--- config.mk ---
export PLATFORM = sky130hd
export DESIGN_NAME = uart_receiver
export DESIGN_NICKNAME = d
export VERILOG_FILES = /design/src/rtl/uart_pkg.sv /design/src/rtl/uart_rx_sync.sv /design/src/rtl/uart_receiver.sv
export SDC_FILE = /design/constraint.sdc
export NUM_CORES = 1
export LEC_CHECK = 0
export CORE_MARGIN = 4
export CORE_UTILIZATION = 35
export DETAILED_ROUTE_END_ITERATION = 8
export REMOVE_ABC_BUFFERS = 1
export SLEW_MARGIN = 20
export SYNTH_ARGS = -nofsm -noshare
export SYNTH_HDL_FRONTEND = slang
export SYNTH_SLANG_ARGS = --single-unit
--- constraint.sdc ---
create_clock -name clk -period 2.11 [get_ports clk]
set_clock_uncertainty 0.1 [all_clocks]
set_input_delay 0.211 -clock clk [delete_from_list [all_inputs] [get_ports clk]]
set_output_delay 0.211 -clock clk [all_outputs]
set_load 0.03 [all_outputs]
--- src/rtl/uart_pkg.sv ---
// Shared UART constants, frame layout and receiver state encoding.
// The frame transmitter is expected to import the same definitions.
package uart_pkg;

   localparam int unsigned CLKS_PER_BIT_DEFAULT = 10416;

   localparam int unsigned START_BIT = 0;
   localparam int unsigned STOP_BIT  = 9;

   typedef enum logic [2:0] {
      StIdle,
      StStart,
      StData,
      StStop,
      StBreak
   } rx_state_e;

endpackage

--- src/rtl/uart_rx_sync.sv ---
// Two-flop synchronizer for an asynchronous input that idles high.
// Both flops reset to 1 so a held reset never looks like a start bit.
module uart_rx_sync (
   input  logic clk_i,
   input  logic rst_i,
   input  logic d_i,
   output logic q_o
);

   logic [1:0] sync_q;

   always_ff @(posedge clk_i) begin
      if (rst_i) begin
         sync_q <= 2'b11;
      end else begin
         sync_q <= {sync_q[0], d_i};
      end
   end

   assign q_o = sync_q[1];

endmodule

--- src/rtl/uart_receiver.sv ---
// 8N1 serial receiver with a one-deep rdy/ack output buffer.
// Frames use the transmitter layout so they can be looped straight back.
module uart_receiver
   import uart_pkg::*;
#(
   parameter int unsigned CLKS_PER_BIT = CLKS_PER_BIT_DEFAULT
) (
   input  logic       clk,
   input  logic       rst,
   input  logic       Rxd,
   input  logic       ack,
   output logic [9:0] frame,
   output logic [7:0] data,
   output logic       rdy,
   output logic       ferr,
   output logic       overrun
);

   localparam int unsigned DivW = $clog2(CLKS_PER_BIT);
   localparam int unsigned Half = CLKS_PER_BIT / 2;
   localparam logic [DivW-1:0] DivLast = DivW'(CLKS_PER_BIT - 1);
   localparam logic [DivW-1:0] DivHalf = DivW'(Half - 1);

   logic            rxd_s;
   rx_state_e       state_q, state_d;
   logic [DivW-1:0] div_q, div_d;
   logic [2:0]      bitcnt_q, bitcnt_d;
   logic [7:0]      shift_q, shift_d;
   logic            load;

   logic [9:0]      frame_q, frame_d;
   logic [7:0]      data_q, data_d;
   logic            rdy_q, rdy_d;
   logic            ferr_q, ferr_d;
   logic            overrun_q, overrun_d;

   uart_rx_sync u_rx_sync (
      .clk_i (clk),
      .rst_i (rst),
      .d_i   (Rxd),
      .q_o   (rxd_s)
   );

   always_comb begin
      state_d  = state_q;
      div_d    = div_q;
      bitcnt_d = bitcnt_q;
      shift_d  = shift_q;
      load     = 1'b0;
      unique case (state_q)
         StIdle: begin
            if (!rxd_s) begin
               state_d = StStart;
               div_d   = '0;
            end
         end
         StStart: begin
            if (div_q == DivHalf) begin
               div_d = '0;
               // A start bit that is already gone at mid-bit was only a glitch.
               if (!rxd_s) begin
                  state_d  = StData;
                  bitcnt_d = '0;
               end else begin
                  state_d = StIdle;
               end
            end else begin
               div_d = div_q + 1'b1;
            end
         end
         StData: begin
            if (div_q == DivLast) begin
               div_d            = '0;
               shift_d[bitcnt_q] = rxd_s;
               bitcnt_d         = bitcnt_q + 3'd1;
               if (bitcnt_q == 3'd7) begin
                  state_d = StStop;
               end
            end else begin
               div_d = div_q + 1'b1;
            end
         end
         StStop: begin
            if (div_q == DivLast) begin
               div_d   = '0;
               load    = 1'b1;
               state_d = rxd_s ? StIdle : StBreak;
            end else begin
               div_d = div_q + 1'b1;
            end
         end
         StBreak: begin
            if (rxd_s) begin
               state_d = StIdle;
            end
         end
         default: state_d = StIdle;
      endcase
   end

   always_comb begin
      frame_d   = frame_q;
      data_d    = data_q;
      rdy_d     = rdy_q;
      ferr_d    = ferr_q;
      overrun_d = overrun_q;
      if (load) begin
         frame_d[STOP_BIT]  = rxd_s;
         frame_d[8:1]       = shift_q;
         frame_d[START_BIT] = 1'b0;
         data_d             = shift_q;
         ferr_d             = ~rxd_s;
         rdy_d              = 1'b1;
         // A concurrent ack consumes the old frame, so only an unacked one is lost.
         if (ack) begin
            overrun_d = 1'b0;
         end else if (rdy_q) begin
            overrun_d = 1'b1;
         end
      end else if (ack && rdy_q) begin
         rdy_d     = 1'b0;
         overrun_d = 1'b0;
      end
   end

   always_ff @(posedge clk) begin
      if (rst) begin
         state_q   <= StIdle;
         div_q     <= '0;
         bitcnt_q  <= '0;
         shift_q   <= '0;
         frame_q   <= 10'h3FF;
         data_q    <= '0;
         rdy_q     <= 1'b0;
         ferr_q    <= 1'b0;
         overrun_q <= 1'b0;
      end else begin
         state_q   <= state_d;
         div_q     <= div_d;
         bitcnt_q  <= bitcnt_d;
         shift_q   <= shift_d;
         frame_q   <= frame_d;
         data_q    <= data_d;
         rdy_q     <= rdy_d;
         ferr_q    <= ferr_d;
         overrun_q <= overrun_d;
      end
   end

   assign frame   = frame_q;
   assign data    = data_q;
   assign rdy     = rdy_q;
   assign ferr    = ferr_q;
   assign overrun = overrun_q;

endmodule

Yosys cells after proc, flatten, opt, wreduce, memory -nomap -nowiden
Index checks and enable logic that the tools add are counted.
Widths: inputs -> output; s select.
{"block": "word_totals", "elab_cells": 69, "out_inout_bits": 21, "ff_bits": 51, "input_bits": 4}
{"block": "op_classes", "n_bitwise": 1, "order_cmp": 2, "reduce_logical": 12, "add_sub_neg": 2, "eq_ne": 15, "muxes": 27}
{"cell": "$mux 14", "n": 3}
{"cell": "$pmux 14 s3", "n": 1}
{"cell": "$mux 3", "n": 10}
{"cell": "$pmux 3 s5", "n": 1}
{"cell": "$add 14x1->14 const B", "n": 1}
{"cell": "$eq 14x13->1 const B", "n": 1}
{"cell": "$eq 14x14->1 const B", "n": 1}
{"cell": "$ne 2x2->1 const B", "n": 6}
{"cell": "$bwmux 8", "n": 1}
{"cell": "$mux 1", "n": 8}
{"cell": "$eq 3x2->1 const B", "n": 2}
{"cell": "$eq 3x3->1 const B", "n": 2}
{"cell": "$pmux 3 s2", "n": 1}
{"cell": "$reduce_and 2->1", "n": 3}
{"cell": "$reduce_and 6->1", "n": 1}
{"cell": "$lt 3x4->1 const B", "n": 1}
{"cell": "$reduce_and 4->1", "n": 1}
{"cell": "$reduce_bool 2->1", "n": 2}
{"cell": "$add 3x1->3 const B", "n": 1}
{"cell": "$demux 1 s3", "n": 1}
{"cell": "$eq 3x1->1 const B", "n": 1}
{"cell": "$ge 3x1->1 const B", "n": 1}
{"cell": "$logic_not 3->1", "n": 1}
{"cell": "$ne 3x2->1 const B", "n": 1}
{"cell": "other kinds (6)", "n": 7}

Logic depth before layout (Yosys ltp)
Gate-level depths: netlist of the first run.
{"block": "logic_depth", "ltp_word": 5, "depth_mapped": 7, "ltp_nobuf": 6}

Hierarchy
A second synthesis of the first run with hierarchy kept.
{"block": "unflattened", "hier_cells": 259, "hier_area_um2": 2230.9}
{"module": "uart_receiver", "area_per_inst_um2": 2178.3, "instances": 1, "cells_per_inst": 255, "seq_area_each_um2": 980.9}
{"module": "uart_rx_sync", "area_per_inst_um2": 52.6, "instances": 1, "cells_per_inst": 4, "seq_area_each_um2": 40.0}

Worst setup path after synthesis of the first run
Ideal clock, no wire load.
{"block": "synth_timing", "kind": "register to register", "from": "register div_q[0]", "to": "register div_q[8]", "stages_incl_launch_ff": 8, "required_ps": 1895, "setup_time_ps": 115, "period_less_slack_ps": 2210, "path_buffers": 1, "slack_ps": -100, "t_arrival_ps": 1995, "path_cell_list": "dfxtp_1 ha_1 or3b_4 or4_4 a32oi_2 nor2b_1 buf_4 nor2_1"}
{"block": "synth_via", "elab_chain_cells": 3, "elab_cells_between_ends": 6, "classes_between": "1 x add/sub; 2 x eq/ne; 3 x mux"}
{"item": "from (decl)", "line": "uart_receiver.sv:26", "source": "logic [DivW-1:0] div_q, div_d;"}
{"item": "from (signal assigned)", "line": "uart_receiver.sv:139", "source": "div_q <= div_d;"}
{"item": "$add 14x1->14 (tied with other cells)", "line": "uart_receiver.sv:68, uart_receiver.sv:80, uart_receiver.sv:89"}
{"item": "$mux 14, on equally long branches", "line": "uart_receiver.sv:72, uart_receiver.sv:84, uart_receiver.sv:58"}
{"item": "$pmux 14 s3 (*)", "line": "uart_receiver.sv:50", "source": "unique case (state_q)"}
Every way passes the cells marked *; elsewhere a longest branch is shown, timed or not.
A chain may end at the register's enable or synchronous reset.

Worst setup path after layout of the first run
{"block": "layout_timing", "from": "register div_q[0]", "to": "register div_q[1]"}
Same word-level chain as after synthesis.

==> impl_metrics.yaml, run 1 <==
synth:
  ys_ff_latch: 51
  synth_area_leader_cell: "dfxtp_1"
  synth_cells: 263
  ys_top_cells_by_area: "dfxtp_1 (45%), nand2_1 (7.5%), a21oi_1 (6.0%), nor2_1 (4.1%), mux2i_1 (3.5%)"
  syn-cell-area_sq_mm: 0.00226
  ys_types: 45
  ys_warn_count: 0
  ys_seq_area_share_pct: 45.1
  syn_avg_cell_area_sq_um: 8.61
  yosysTopAreaCellShare_pct: 45.1
route:
  drt_iter0_drc: 148
  wl_mm: 4.87
  drc: 0
  wl_per_cell_um: 12.7
  via_count: 1916
  viasPerCell: 4.98
  drtPass1Iterations: 4
  ant_nets: 0
clocking:
  clockBufferDepth: 2
  cts_sinks: 51
  clock-root-buffer: "clkbuf_8"
  post_cts_buffers: 0
  cts_max_level: 2
  hold_buffers: 0
  cts_buffers: 5
  cts_tree: "yes"
  clk_pin_slew_ns: 0.08
  worstSkewPairLatency_ns: 0.30
timing:
  maxSlewHeadroom_pct: 61.4
  fmax_ghz: 0.474
  fin_crit_sh_pct: 100
  rsz0062_at_grt: "true"
  setup_viol: 1
  drv_slew: 0
  hold_violations: 0
  period_minus_slack_ns: 2.11
  setup_slack_ns: -0.000817
  tightest_slew_ns: 0.578
finish:
  final_cell_area_sq_mm: 0.00294
  final_nets: 314
  syn_to_final_growth_pct: 29.8
  drive_gt1_share_pct: 18.2
  multi_input_area_sq_mm: 0.00123
  seq_area_sq_mm: 0.00102
  n_antenna_cell: 0
  fill_cells: 629
setup_path:
  r2r-start: "div_q[0]$_SDFFE_PP0P_"
  crit_type: "flip-flop to flip-flop"
  required_ns: 2.20
  end_kind: "flip-flop"
  cp-start-kind: "flip-flop"
  critPathArrivalTime_ns: 2.20
  cp-startpoint: "div_q[0]$_SDFFE_PP0P_"
  path_max_fanout: 6
floorplanning:
  die_x_um: 88.4
  fp-row-count: 29
  ios: 25
  die_area_sq_mm: 0.00782
  initial_utilization_pct: 35.9
  core_region_area_sq_mm: 0.00631
  die_height_um: 88.4
global_routing:
  overflow: 0
  antenna_found_initial: 0
  grt_pass1_vias: 1789
  grt_usage_pct: 13.5
  grt_max_degree: 37
  grt_pass1_wl_mm: 8.36
power:
  powerDensity_mw_per_mm2: 597
  comb_power_share_pct: 3.9
  power_frac_seq_pct: 55.3
  p_sw_share_pct: 21.2
  p_switching_mw: 0.372
  clkPwrFrac_pct: 40.8
  p_int_mw: 1.38
  vdd_drop_max_mv: 0.312
  p_leak_nw: 1.11
placed_design:
  port_buffers: 24
  hpwl_mm: 3.45
  place_ws_ns: -0.0512
  post_dp_cell_area_sq_mm: 0.00275
  routabilityCongestion: 0.854
worst_hold_path:
  worstHoldStart: "u_rx_sync.sync_q[0]$_SDFF_PP1_"
  hold_path.class: "flip-flop to flip-flop"
run_status:
  failed_checks: "setup timing"
  status: "complete, but fails checks"
job:
  max-cap-violations: 0
[registers in the layout, summed over array words and instances, names as in the netlist]
register,count
rdy,1
frame,10
data,8
shift_q,8
bitcnt_q,3
state_q,3
overrun,1
ferr,1
div_q,14
u_rx_sync.sync_q,2
[critical path, stage by stage (launching register included)]
cell and delay (ns):
dfxtp_2 0.36, ha_4 0.13, or3b_4 0.40, or4_4 0.44, a32oi_2 0.19, nor2b_4 0.21
buf_6 0.13, a21oi_1 0.04
[logic make-up after synthesis]
logic type,share of synthesized area (%)
flip-flops,45.1
adder cells (fa/ha/maj),1.66
AO/OA/AOI/OAI,11.1
XOR/XNOR,4.25
AND/OR/NAND/NOR,31.3
multiplexers,3.54
buffers and inverters,3.04
[path summary, 6_finish.rpt]
check | cells past startpoint | slack, ns | to
max | 7 | -0.0008 | div_q[1]$_SDFFE_PP0P_
min | 1 | 0.31 | u_rx_sync.sync_q[1]$_SDFF_PP1_
max reg2reg | 7 | -0.0008 | div_q[1]$_SDFFE_PP0P_
min reg2reg | 1 | 0.31 | u_rx_sync.sync_q[1]$_SDFF_PP1_
[through the flow]
step	TNS, ns	power, mW	instances	util [%]	hold slack, ns
floorplan	-3.76	1.02	249	-	0.180
global placement	-0.0126	1.05	376	43.5	0.293
detailed placement	-0.384	1.05	376	43.5	0.293
CTS	-0.0574	1.78	385	46.0	0.314
global route	-1.36	1.83	385	46.6	0.353
finish	-0.000817	1.76	385	46.6	0.314
[cells in the final DEF (no fill, tap or decap), types with 3 or more instances in the layout]
master / count
nand3_1: 11
nor2_2: 3
nor2b_1: 4
nand4b_1: 3
dfxtp_1: 49
buf_4: 24
xor2_1: 9
nand2_1: 45
clkbuf_8: 6
clkdlybuf4s50_1: 24
o21ai_0: 3
a21oi_1: 26
nand2b_1: 6
nor2_1: 22
nor4_1: 3
and3_1: 3
nand3b_1: 3
a21o_1: 3
mux2i_1: 8
nor3_1: 4
nand4_1: 5
[synth_stat cells]
| cell type | instances |
|---|---|
| a211oi_1 | 2 |
| a21o_1 | 3 |
| a21oi_1 | 27 |
| a22oi_1 | 1 |
| a31o_2 | 1 |
| a32oi_2 | 1 |
| and2_1 | 1 |
| and3_1 | 3 |
| and4_1 | 1 |
| buf_1 | 1 |
| buf_2 | 1 |
| buf_4 | 2 |
| clkbuf_1 | 10 |
| dfxtp_1 | 51 |
| ha_1 | 3 |
| inv_1 | 2 |
| mux2i_1 | 8 |
| nand2_1 | 45 |
| nand2b_1 | 6 |
| nand3_1 | 12 |
| nand3b_1 | 3 |
| nand4_1 | 5 |
| nand4b_1 | 3 |
| nand4bb_1 | 1 |
| nand4bb_2 | 1 |
| nor2_1 | 25 |
| nor2b_1 | 5 |
| nor3_1 | 4 |
| nor4_1 | 3 |
| nor4_4 | 1 |
| nor4b_2 | 1 |
| nor4bb_1 | 2 |
| o211ai_1 | 2 |
| o21ai_0 | 3 |
| o22a_1 | 1 |
| o31ai_1 | 1 |
| or2_2 | 2 |
| or3_1 | 2 |
| or3b_1 | 1 |
| or3b_2 | 2 |
| or3b_4 | 1 |
| or4_1 | 1 |
| or4_4 | 1 |
| xnor2_1 | 2 |
| xor2_1 | 9 |
[cell type report]
class,count,share of cell area (%)
Multi-Input combinational cell,196,41.8
Sequential cell,51,34.8
Clock buffer,6,2.81
Timing Repair Buffer,51,15.8
Clock inverter,2,1.32
Inverter,2,0.255
Tap cell,77,3.28
[metal layers]
layer	vias to the layer above	share of wire, %	GRT usage [%]
li1	1001	-	-
met1	895	51	19.5
met2	18	46	20.4
met3	2	2.1	2.70
met4	0	0.82	4.12
met5	-	0	0
[power by group through the flow]
stage                     clock network [mW]  registers [mW]  logic, mW
final                                  0.716           0.972     0.0682
after global routing                   0.782           0.973     0.0748
after CTS                              0.739           0.971     0.0671
after detailed placement                   0           0.994     0.0576
after global placement                     0           0.994     0.0574
after floorplan                            0           0.992     0.0236
[repair_timing]
item                                   4_1_cts  5_1_grt
setup endpoints to repair                   13       39
endpoints found under the hold margin        0        0
gates resized for setup                     10        8
cloned                                       1        0
pin swaps                                    2        4
(Power assumes the default switching activity.)
==> inputs of run 2 (changes only) <==
--- a/config.mk
+++ b/config.mk
@@ -8,7 +8,6 @@
 export CORE_MARGIN = 4
 export CORE_UTILIZATION = 35
 export DETAILED_ROUTE_END_ITERATION = 8
-export REMOVE_ABC_BUFFERS = 1
 export SLEW_MARGIN = 20
 export SYNTH_ARGS = -nofsm -noshare
 export SYNTH_HDL_FRONTEND = slang
==> run 2 against run 1 <==
  * The flow still finishes with violations (setup timing)
  * Critical path type unchanged
  * Via count is 0.99% higher
  * Critical path depth did not move
  * Worst hold slack improved by 0.0070 ns
  * Clock power is 0.6% lower
  * Sequential share of layout area is 0.51 points higher
  * Routed wire length down 1.4%
  * First-iteration DRC count shrank 14%
==> impl_metrics.yaml, run 2 (synthesis results as in run 1) <==
finish:
  mostFrequentLayoutCells: "dfxtp_1 (49), nand2_1 (45), nor2_1 (25), a21oi_1 (25), clkdlybuf4s50_1 (24)"
  final_cells: 382
  layout.cells.most_common: "dfxtp_1"
  final_nets: 311
  syn_to_final_growth_pct: 27.9
  final_util_pct: 45.9
  largest_register: "div_q"
  drive_gt1_share_pct: 16.4
  largest_reg_flops: 14
  n_antenna_cell: 0
floorplanning:
  die_area_sq_mm: 0.00782
  ios: 25
  die_height_um: 88.4
  core_region_area_sq_mm: 0.00631
  die_x_um: 88.4
  initial_utilization_pct: 35.9
  fp-row-count: 29
timing:
  period_minus_slack_ns: 2.11
  maxSlewHeadroom_pct: 69.4
  setup_slack_ns: -0.00359
  hold_violations: 0
  rsz0062_at_grt: "true"
  tightest_slew_ns: 0.455
  drv_slew: 0
  fmax_ghz: 0.473
  fin_crit_sh_pct: 100
  setup_viol: 2
global_routing:
  overflow: 0
  grt_pass1_vias: 1747
  grt_max_degree: 37
  antenna_found_initial: 0
  grt_usage_pct: 13.3
  grt_pass1_wl_mm: 8.22
route:
  ant_nets: 0
  drc: 0
  wl_mm: 4.81
  viasPerCell: 5.07
  drt_iter0_drc: 128
  drtPass1Iterations: 4
  wl_per_cell_um: 12.6
  via_count: 1935
setup_path:
  crit_type: "flip-flop to flip-flop"
  cp-startpoint: "div_q[1]$_SDFFE_PP0P_"
  reg2reg_slack_ns: -0.004
  ff2ff_path_depth: 7
  end_kind: "flip-flop"
  r2r-start: "div_q[1]$_SDFFE_PP0P_"
  critPathArrivalTime_ns: 2.22
  cp-start-kind: "flip-flop"
  worstSetupEndpoint: "div_q[4]$_SDFFE_PP0P_"
  regToRegEndpoint: "div_q[4]$_SDFFE_PP0P_"
  required_ns: 2.21
  path_max_fanout: 6
power:
  vdd_drop_max_mv: 0.428
  power.total_mw: 1.75
  p_leak_nw: 1.09
  powerDensity_mw_per_mm2: 604
clocking:
  clockBufferDepth: 2
  post_cts_buffers: 0
  cts_max_level: 2
  cts_tree: "yes"
  cts_buffers: 5
  clk_pin_slew_ns: 0.09
  worstSkewPairLatency_ns: 0.30
  clock-root-buffer: "clkbuf_8"
  cts_sinks: 51
placed_design:
  hpwl_mm: 3.42
  numPlacedInstances: 373
  routabilityCongestion: 0.816
  port_buffers: 24
synth:
  synth_fp_nets: 270
run_status:
  status: "complete, but fails checks"
  failed_checks: "setup timing"
job:
  max-cap-violations: 0
worst_hold_path:
  hold_path.class: "flip-flop to flip-flop"
  whs_path_depth: 1
run 2: how the worst min path moves through the flow:
stage	start	slack [ns]	endpoint
finish	u_rx_sync.sync_q[0]$_SDFF_PP1_	0.32	u_rx_sync.sync_q[1]$_SDFF_PP1_
global route	Rxd	0.36	u_rx_sync.sync_q[0]$_SDFF_PP1_
CTS	u_rx_sync.sync_q[0]$_SDFF_PP1_	0.32	u_rx_sync.sync_q[1]$_SDFF_PP1_
detailed placement	u_rx_sync.sync_q[0]$_SDFF_PP1_	0.30	u_rx_sync.sync_q[1]$_SDFF_PP1_
global placement	u_rx_sync.sync_q[0]$_SDFF_PP1_	0.29	u_rx_sync.sync_q[1]$_SDFF_PP1_
floorplan	Rxd	0.21	u_rx_sync.sync_q[0]$_SDFF_PP1_
run 2: stage by stage:
step	setup slack, ns	TNS [ns]	instance area, sq um	hold WS (ns)
finish	-0.00359	-0.00547	2900	0.321
global route	-0.0815	-0.853	2900	0.358
CTS	-0.00940	-0.0506	2850	0.322
detailed placement	0.00945	0	2730	0.300
global placement	0.0392	0	2730	0.295
floorplan	-0.00244	-0.0202	2280	0.215
run 2: timing repair:
action / in CTS / in global routing
gates cloned: 0 / 1
resized for setup: 0 / 11
setup endpoints to repair: 10 / 35
pin swaps: 3 / 1
hold buffers: 0 / 0
run 2: worst max-delay path, stage by stage (launching register included):
cell,delay [ns]
dfxtp_2,0.36
ha_4,0.13
or3b_4,0.40
or4_4,0.44
a32oi_2,0.19
nor2b_4,0.21
buf_6,0.14
nor2_1,0.05
run 2: layout make-up:
cell class | instances | area, sq um
Multi-Input combinational cell | 196 | 1220
Sequential cell | 51 | 1020
Timing Repair Buffer | 48 | 428
Clock buffer | 6 | 82.6
Fill cell | 662 | 3420
Clock inverter | 2 | 38.8
Inverter | 2 | 7.51
Tap cell | 77 | 96.3
run 2: power breakdown:
part | leakage (nW) | total [mW] | switching, mW | internal (mW)
logic | 0.616 | 0.0686 | 0.0401 | 0.0286
clock network | 0.0618 | 0.712 | 0.322 | 0.390
registers | 0.413 | 0.970 | 0.00512 | 0.965
total | 1.09 | 1.75 | 0.367 | 1.38
run 2: routing by layer:
layer,wire length [um],vias up,track usage [%]
met1,2430,910,17.9
met5,0,-,0
met2,2180,24,20.3
met4,53,0,4.95
met3,147,4,3.72
li1,-,997,-
